### config.mk
export PLATFORM = sky130hd
export DESIGN_NAME = vx_dvg_stack_unit
export DESIGN_NICKNAME = d
export VERILOG_FILES = /design/src/rtl/vx_dvg_stack_unit.sv
export SDC_FILE = /design/constraint.sdc
export NUM_CORES = 1
export LEC_CHECK = 0
export BUFFER_PORTS_ARGS = -buffer_cell sky130_fd_sc_hd__buf_2
export CORE_ASPECT_RATIO = 1.4
export CORE_MARGIN = 3
export CORE_UTILIZATION = 55
export DETAILED_ROUTE_END_ITERATION = 10
export PLACE_DENSITY = 0.84
export SLEW_MARGIN = 20
export SYNTH_ARGS = -nofsm -noshare
export SYNTH_HDL_FRONTEND = slang
export SYNTH_SLANG_ARGS = --single-unit
### constraint.sdc
create_clock -name clk -period 4.5 [get_ports clk]
set_input_delay 0.9 -clock clk [delete_from_list [all_inputs] [get_ports clk]]
set_output_delay 0.9 -clock clk [all_outputs]
set_load 0.03 [all_outputs]
### src/rtl/vx_dvg_stack_unit.sv
// Per-warp SIMT divergence stack: splits push reconvergence/else entries, joins
// walk them back. Optional sticky overflow/underflow flags under DVG_STACK_ERR_EN.
module vx_dvg_stack_unit #(
  parameter int NUM_WARPS   = 4,
  parameter int NUM_THREADS = 4,
  parameter int PC_BITS     = 30,
  parameter int DEPTH       = 8,
  localparam int NWW  = (NUM_WARPS > 1) ? $clog2(NUM_WARPS) : 1,
  localparam int PTRW = $clog2(DEPTH + 1)
) (
  input  logic                   clk,
  input  logic                   reset_n,
  input  logic                   req_valid,
  output logic                   req_ready,
  input  logic [NWW-1:0]         req_wid,
  input  logic                   req_split,
  input  logic                   req_join,
  input  logic                   split_is_dvg,
  input  logic [NUM_THREADS-1:0] then_tmask,
  input  logic [NUM_THREADS-1:0] else_tmask,
  input  logic [PC_BITS-1:0]     next_pc,
  input  logic [PTRW-1:0]        join_ptr,
  output logic                   out_valid,
  input  logic                   out_ready,
  output logic                   out_is_dvg,
  output logic                   out_is_else,
  output logic [NWW-1:0]         out_wid,
  output logic [NUM_THREADS-1:0] out_tmask,
  output logic [PC_BITS-1:0]     out_pc,
  input  logic [NWW-1:0]         stack_wid,
  output logic [PTRW-1:0]        stack_ptr,
  output logic [NUM_WARPS-1:0]   stack_full,
  output logic [NUM_WARPS-1:0]   stack_empty,
  output logic                   err_overflow,
  output logic                   err_underflow
);

  localparam int SW = (DEPTH > 1) ? $clog2(DEPTH) : 1;
  localparam logic [PTRW-1:0] DEPTH_P = PTRW'(DEPTH);

  logic [PTRW-1:0]        ptr_r        [NUM_WARPS];
  logic [DEPTH-1:0]       pend_r       [NUM_WARPS];
  logic [NUM_THREADS-1:0] reconv_mem_r [NUM_WARPS][DEPTH];
  logic [NUM_THREADS-1:0] else_mem_r   [NUM_WARPS][DEPTH];
  logic [PC_BITS-1:0]     pc_mem_r     [NUM_WARPS][DEPTH];

  logic                   out_valid_r;
  logic                   out_is_dvg_r;
  logic                   out_is_else_r;
  logic [NWW-1:0]         out_wid_r;
  logic [NUM_THREADS-1:0] out_tmask_r;
  logic [PC_BITS-1:0]     out_pc_r;

  logic                   req_ready_s;
  logic                   accept_s;
  logic                   wid_ok_s;
  logic [PTRW-1:0]        cur_ptr_s;
  logic [SW-1:0]          top_idx_s;
  logic [SW-1:0]          push_idx_s;
  logic                   is_full_s;
  logic                   is_empty_s;
  logic                   do_split_s;
  logic                   push_s;
  logic                   do_join_s;
  logic                   join_dvg_s;
  logic                   pop_else_s;
  logic                   pop_s;
  logic                   top_pend_s;
  logic [NUM_THREADS-1:0] top_reconv_s;
  logic [NUM_THREADS-1:0] top_else_s;
  logic [PC_BITS-1:0]     top_pc_s;
  logic                   nxt_dvg_s;
  logic                   nxt_else_s;
  logic [NUM_THREADS-1:0] nxt_tmask_s;
  logic [PC_BITS-1:0]     nxt_pc_s;

  assign req_ready_s = !out_valid_r || out_ready;
  assign accept_s    = req_valid && req_ready_s;
  assign wid_ok_s    = (int'(req_wid) < NUM_WARPS);
  assign cur_ptr_s   = wid_ok_s ? ptr_r[req_wid] : '0;
  assign top_idx_s   = SW'(cur_ptr_s - PTRW'(1));
  assign push_idx_s  = SW'(cur_ptr_s);
  assign is_full_s   = (cur_ptr_s == DEPTH_P);
  assign is_empty_s  = (cur_ptr_s == '0);

  // A request carrying both split and join is treated as a split only.
  assign do_split_s  = accept_s && req_split && split_is_dvg && wid_ok_s;
  assign push_s      = do_split_s && !is_full_s;
  assign do_join_s   = accept_s && !req_split && req_join;
  assign join_dvg_s  = (join_ptr != cur_ptr_s);
  assign pop_else_s  = do_join_s && join_dvg_s && !is_empty_s && top_pend_s;
  assign pop_s       = do_join_s && join_dvg_s && !is_empty_s && !top_pend_s;

  // Read the addressed warp's top-of-stack entry.
  always_comb begin
    top_pend_s   = 1'b0;
    top_reconv_s = '0;
    top_else_s   = '0;
    top_pc_s     = '0;
    if (wid_ok_s) begin
      top_pend_s   = pend_r[req_wid][top_idx_s];
      top_reconv_s = reconv_mem_r[req_wid][top_idx_s];
      top_else_s   = else_mem_r[req_wid][top_idx_s];
      top_pc_s     = pc_mem_r[req_wid][top_idx_s];
    end else begin
      top_pend_s   = 1'b0;
    end
  end

  // Form the join result: else path first, then reconvergence, empty gives zeros.
  always_comb begin
    nxt_dvg_s   = 1'b0;
    nxt_else_s  = 1'b0;
    nxt_tmask_s = '0;
    nxt_pc_s    = '0;
    if (join_dvg_s) begin
      nxt_dvg_s = 1'b1;
      if (is_empty_s) begin
        nxt_tmask_s = '0;
      end else if (top_pend_s) begin
        nxt_else_s  = 1'b1;
        nxt_tmask_s = top_else_s;
        nxt_pc_s    = top_pc_s;
      end else begin
        nxt_tmask_s = top_reconv_s;
      end
    end else begin
      nxt_dvg_s = 1'b0;
    end
  end

  // Stack pointers and else-pending bits; pointers move in the acceptance cycle.
  always_ff @(posedge clk or negedge reset_n) begin
    if (!reset_n) begin
      for (int w = 0; w < NUM_WARPS; w++) begin
        ptr_r[w]  <= '0;
        pend_r[w] <= '0;
      end
    end else if (push_s) begin
      ptr_r[req_wid]             <= cur_ptr_s + PTRW'(1);
      pend_r[req_wid][push_idx_s] <= 1'b1;
    end else if (pop_else_s) begin
      pend_r[req_wid][top_idx_s] <= 1'b0;
    end else if (pop_s) begin
      ptr_r[req_wid] <= cur_ptr_s - PTRW'(1);
    end
  end

  // Slot payloads carry no reset; they are only read below a valid pointer.
  always_ff @(posedge clk) begin
    if (push_s) begin
      reconv_mem_r[req_wid][push_idx_s] <= then_tmask | else_tmask;
      else_mem_r[req_wid][push_idx_s]   <= else_tmask;
      pc_mem_r[req_wid][push_idx_s]     <= next_pc;
    end
  end

  // Join result register, held while the consumer stalls.
  always_ff @(posedge clk or negedge reset_n) begin
    if (!reset_n) begin
      out_valid_r   <= 1'b0;
      out_is_dvg_r  <= 1'b0;
      out_is_else_r <= 1'b0;
      out_wid_r     <= '0;
      out_tmask_r   <= '0;
      out_pc_r      <= '0;
    end else if (do_join_s) begin
      out_valid_r   <= 1'b1;
      out_is_dvg_r  <= nxt_dvg_s;
      out_is_else_r <= nxt_else_s;
      out_wid_r     <= req_wid;
      out_tmask_r   <= nxt_tmask_s;
      out_pc_r      <= nxt_pc_s;
    end else if (out_ready) begin
      out_valid_r <= 1'b0;
    end
  end

  // Per-warp status and the pointer query port.
  always_comb begin
    stack_full  = '0;
    stack_empty = '0;
    for (int w = 0; w < NUM_WARPS; w++) begin
      stack_full[w]  = (ptr_r[w] == DEPTH_P);
      stack_empty[w] = (ptr_r[w] == '0);
    end
    if (int'(stack_wid) < NUM_WARPS) begin
      stack_ptr = ptr_r[stack_wid];
    end else begin
      stack_ptr = '0;
    end
  end

`ifdef DVG_STACK_ERR_EN
  logic ovf_s;
  logic unf_s;
  logic err_ovf_r;
  logic err_unf_r;

  assign ovf_s = do_split_s && is_full_s;
  assign unf_s = do_join_s && join_dvg_s && is_empty_s;

  // Sticky error flags, cleared only by reset.
  always_ff @(posedge clk or negedge reset_n) begin
    if (!reset_n) begin
      err_ovf_r <= 1'b0;
      err_unf_r <= 1'b0;
    end else begin
      if (ovf_s) err_ovf_r <= 1'b1;
      if (unf_s) err_unf_r <= 1'b1;
    end
  end

  assign err_overflow  = err_ovf_r;
  assign err_underflow = err_unf_r;
`else
  assign err_overflow  = 1'b0;
  assign err_underflow = 1'b0;
`endif

  assign req_ready   = req_ready_s;
  assign out_valid   = out_valid_r;
  assign out_is_dvg  = out_is_dvg_r;
  assign out_is_else = out_is_else_r;
  assign out_wid     = out_wid_r;
  assign out_tmask   = out_tmask_r;
  assign out_pc      = out_pc_r;

endmodule
==> out/metrics.csv <==
stage;metric;value;unit
yosys;register area share after synthesis;76.46;%
clocking;Clk Latency, worst-skew pair;0.72;ns
final_layout;share of layout cells above drive strength 1;29.60;%
worst_setup_path;Worst R2R Path Depth;11;
clocking;number of buffers created by CTS;106;
clocking;clock root cell;clkbuf_16;
power_and_ir_drop;maximum vdd drop;0.6694;mV
clocking;postcts setup bufs;0;
worst_setup_path;Crit-path slowest cell;xnor2_4;
global_routing;total grt overflow;0;
global_routing;initial antenna violation count;8;
power_and_ir_drop;sw frac;29.57;%
worst_setup_path;CP Max Fanout;53;
die;initial cell density of the core;55.53;%
place;number of port buffers;104;
clocking;post-cts hold buffer count;0;
detailed_routing;Routed WL;147.4;mm
worst_setup_path;setup slack, reg-to-reg;0.76;ns
place;RD Place Congestion;0.8523;
power_and_ir_drop;P_int;0.02129;W
timing;period utilisation layout;84.88;%
power_and_ir_drop;Flop pwr share;46.4;%
die;num ports;107;
timing;Peak Freq;261.8;MHz
timing;RSZ-0062 raised after global routing;no;
clocking;Clock Path Buffers;3;
yosys;Ys Warns;0;
power_and_ir_drop;Clk pwr share;33.0;%
timing;Final setup viols;0;
yosys;Synth async-reset ratio;6.677;%
worst_setup_path;CP required;5.13;ns
global_routing;vias in the first global route;28630;
final_layout;Final #Nets;2616;
power_and_ir_drop;Final Power;0.03023;W
detailed_routing;DR iter-0 viols;5024;
global_routing;pin count of the biggest net entering global routing;114;
global_routing;met1 Use GR;38.49;%
die;floorplan row count;131;
timing;Max Slew Vio Count;0;
clocking;clk slew on worst S/H paths;0.07;ns
worst_setup_path;Setup crit start kind;input port;
detailed_routing;routed via count;28400;
die;Die Area;95730;um^2
global_routing;met2 usage;49.37;%
timing;Worst slew margin;22.01;%
timing;post-layout min period;3.820;ns
final_layout;final core utilization;62.67;%
worst_setup_path;critical path buffer and inverter count;3;
clocking;H-tree depth;3;
worst_setup_path;Worst setup EP type;register;
timing;Layout Skew;0.03489;ns
timing;fin worst setup slack;0.6804;ns
detailed_routing;detailed-route DRC error count;0;
worst_setup_path;crit path launch;req_wid[1];
yosys;post-synthesis cell count;2382;
global_routing;global-route wire length before repair;211.6;mm
detailed_routing;Pre-antenna DRT Iters;6;
timing;Worst Tran Pin Value;1.170;ns
final_layout;Layout area overhead;12.87;%
yosys;distinct cell type count after synthesis;62;
detailed_routing;Routed Antenna Nets;0;
final_layout;commonest non-fill, non-tap cell in the layout;edfxtp_1;
yosys;Synth Flop Type;edfxtp_1;
clocking;post-cts gate resize count;0;
worst_setup_path;FF-to-FF End;out_pc[27];
place;Setup WS pre-CTS;0.1724;ns
yosys;Avg Cell Area, Syn;21.24;um^2
power_and_ir_drop;Psw;0.008940;W
clocking;CTS sink cnt;1303;
global_routing;GRT Resource Usage Total;31.03;%
power_and_ir_drop;PD cells;529.2;nW/um^2
yosys;Synth Cell Area;50600;um^2
worst_setup_path;Crit Path Class;in2reg;
power_and_ir_drop;Comb power frac;20.6;%
final_layout;most frequent cells in the layout;edfxtp_1 (1216), mux4_2 (343), nand2_1 (162);
worst_setup_path;CP max stage delay;0.86;ns
yosys;flop and latch count out of synthesis;1303;
detailed_routing;vias per std cell;7.368;
worst_setup_path;Levels on crit path;11;
timing;Final Hold Viols;0;
worst_setup_path;critical-path cell list;buf_8 > mux4_2 > inv_1 > ha_4 > xnor2_4 > buf_12 > nand2_1 > a21oi_1 > a31oi_1 > o221ai_1 > a22o_1;
run;Max Cap Violations;0;
status;status;finished clean;
worst_setup_path;WP data arrival;4.45;ns
yosys;Post-synth EDFFs;1216;
global_routing;GRT busiest layer;met2;
worst_setup_path;worst reg2reg path startpoint;ptr_r[13];
power_and_ir_drop;Lkg Pwr;18.41;nW
final_layout;# fillers;5532;
place;Final HPWL DP;71.86;mm
worst_setup_path;Top delay family on crit path;compound AO/OA/AOI/OAI gates;
die;die height;364.9;um
die;Core ar.;91130;um^2
min_path;min-delay worst type;in2async;
die;Chip Width;262.4;um
detailed_routing;routed len/inst;38.22;um
global_routing;met3 Use GR;9.643;%
clocking;CTS tree;done;
==> worst max path at each step <==
| stage | end |
|---|---|
| global route | out_pc[27] |
| CTS | out_pc[27] |
| detailed placement | out_pc[27] |
| finish | out_pc[27] |
| floorplan | pend_r[0] |
| global placement | out_pc[27] |
==> Yosys cell counts, drive strengths merged (7+ instances only) <==
library cell / instances / area [um^2]
a21oi: 50 / 265.3
a22o: 7 / 61.31
a311oi: 18 / 157.7
a31oi: 26 / 162.7
and3: 11 / 68.82
buf: 88 / 457.9
clkbuf: 55 / 206.5
dfrtp: 87 / 2177
edfxtp: 1216 / 36520
mux2: 17 / 195.2
mux2i: 41 / 414.1
mux4: 343 / 7725
nand2: 162 / 608.1
nand3: 48 / 257.8
nor2: 60 / 227.7
o21ai: 46 / 230.2
o22ai: 16 / 100.1
o31ai: 7 / 52.55
o32a: 7 / 70.07
o41ai: 8 / 107.6
==> power groups by stage <==
| stage | Sequential (W) | Clock [W] | Combinational [W] |
|---|---|---|---|
| floorplan | 0.0143 | 0 | 0.00336 |
| global placement | 0.0142 | 0 | 0.00554 |
| detailed placement | 0.0142 | 0 | 0.00575 |
| CTS | 0.0140 | 0.0100 | 0.00602 |
| global route | 0.0140 | 0.0104 | 0.00640 |
| finish | 0.0140 | 0.00999 | 0.00623 |
==> stage by stage <==
stage	instance area [um^2]	cells	TNS (ns)	hold slack, ns
after floorplan	50630	2383	-293.24	0.4621
after global placement	53430	3650	0	0.4664
after detailed placement	53430	3650	0	0.4772
after CTS	57100	3849	0	0.3499
after global routing	57110	3852	0	0.3926
final	57120	3855	0	0.3645
==> sequential cells by signal (all words and copies together) (netlist names), 2 cells and up, named ones only <==
name / cells
else_mem_r: 128
out_pc: 30
out_tmask: 4
out_wid: 2
pc_mem_r: 960
pend_r: 32
ptr_r: 12
reconv_mem_r: 128
==> cell families after synthesis <==
logic type,after synthesis,share of synthesized area (%)
adders and majority gates,2,0.04944
DFF,1303,76.46
muxes,401,16.47
AOI/OAI and AO/OA,212,2.826
buffers and inverters,146,1.335
and+or+nand+nor,311,2.693
xor gates and xnor gates,6,0.1558
other,1,0.007411
==> routing by layer <==
layer / part of all wire [%] / vias to the layer above
met3: 14 / 747
met4: 6.9 / 10
met5: 0.045 / -
li1: - / 10270
met1: 31 / 14290
met2: 48 / 3095
==> worst register-to-register path: stages (launching register included) <==
cell      delay [ns]
dfrtp_1         0.47
mux4_2          0.60
inv_1           0.20
ha_4            0.26
xor2_4          0.22
buf_4           0.29
buf_4           0.39
nand2_1         0.11
a21oi_1         0.20
a31oi_1         0.08
o221ai_1        0.62
a22o_1          0.22
==> area by class of cell <==
| type | count | area [um^2] | share of cell area (%) |
|---|---|---|---|
| Timing Repair Buffer | 213 | 1724 | 3.019 |
| Clock buffer | 127 | 2773 | 4.854 |
| Inverter | 3 | 12.51 | 0.02191 |
| Sequential cell | 1303 | 38690 | 67.74 |
| Clock inverter | 72 | 899.6 | 1.575 |
| Antenna cell | 6 | 15.01 | 0.02629 |
| Multi-Input combinational cell | 934 | 11500 | 20.14 |
| Tap cell | 1197 | 1498 | 2.622 |
No activity file was read; power rests on OpenSTA's default activity.
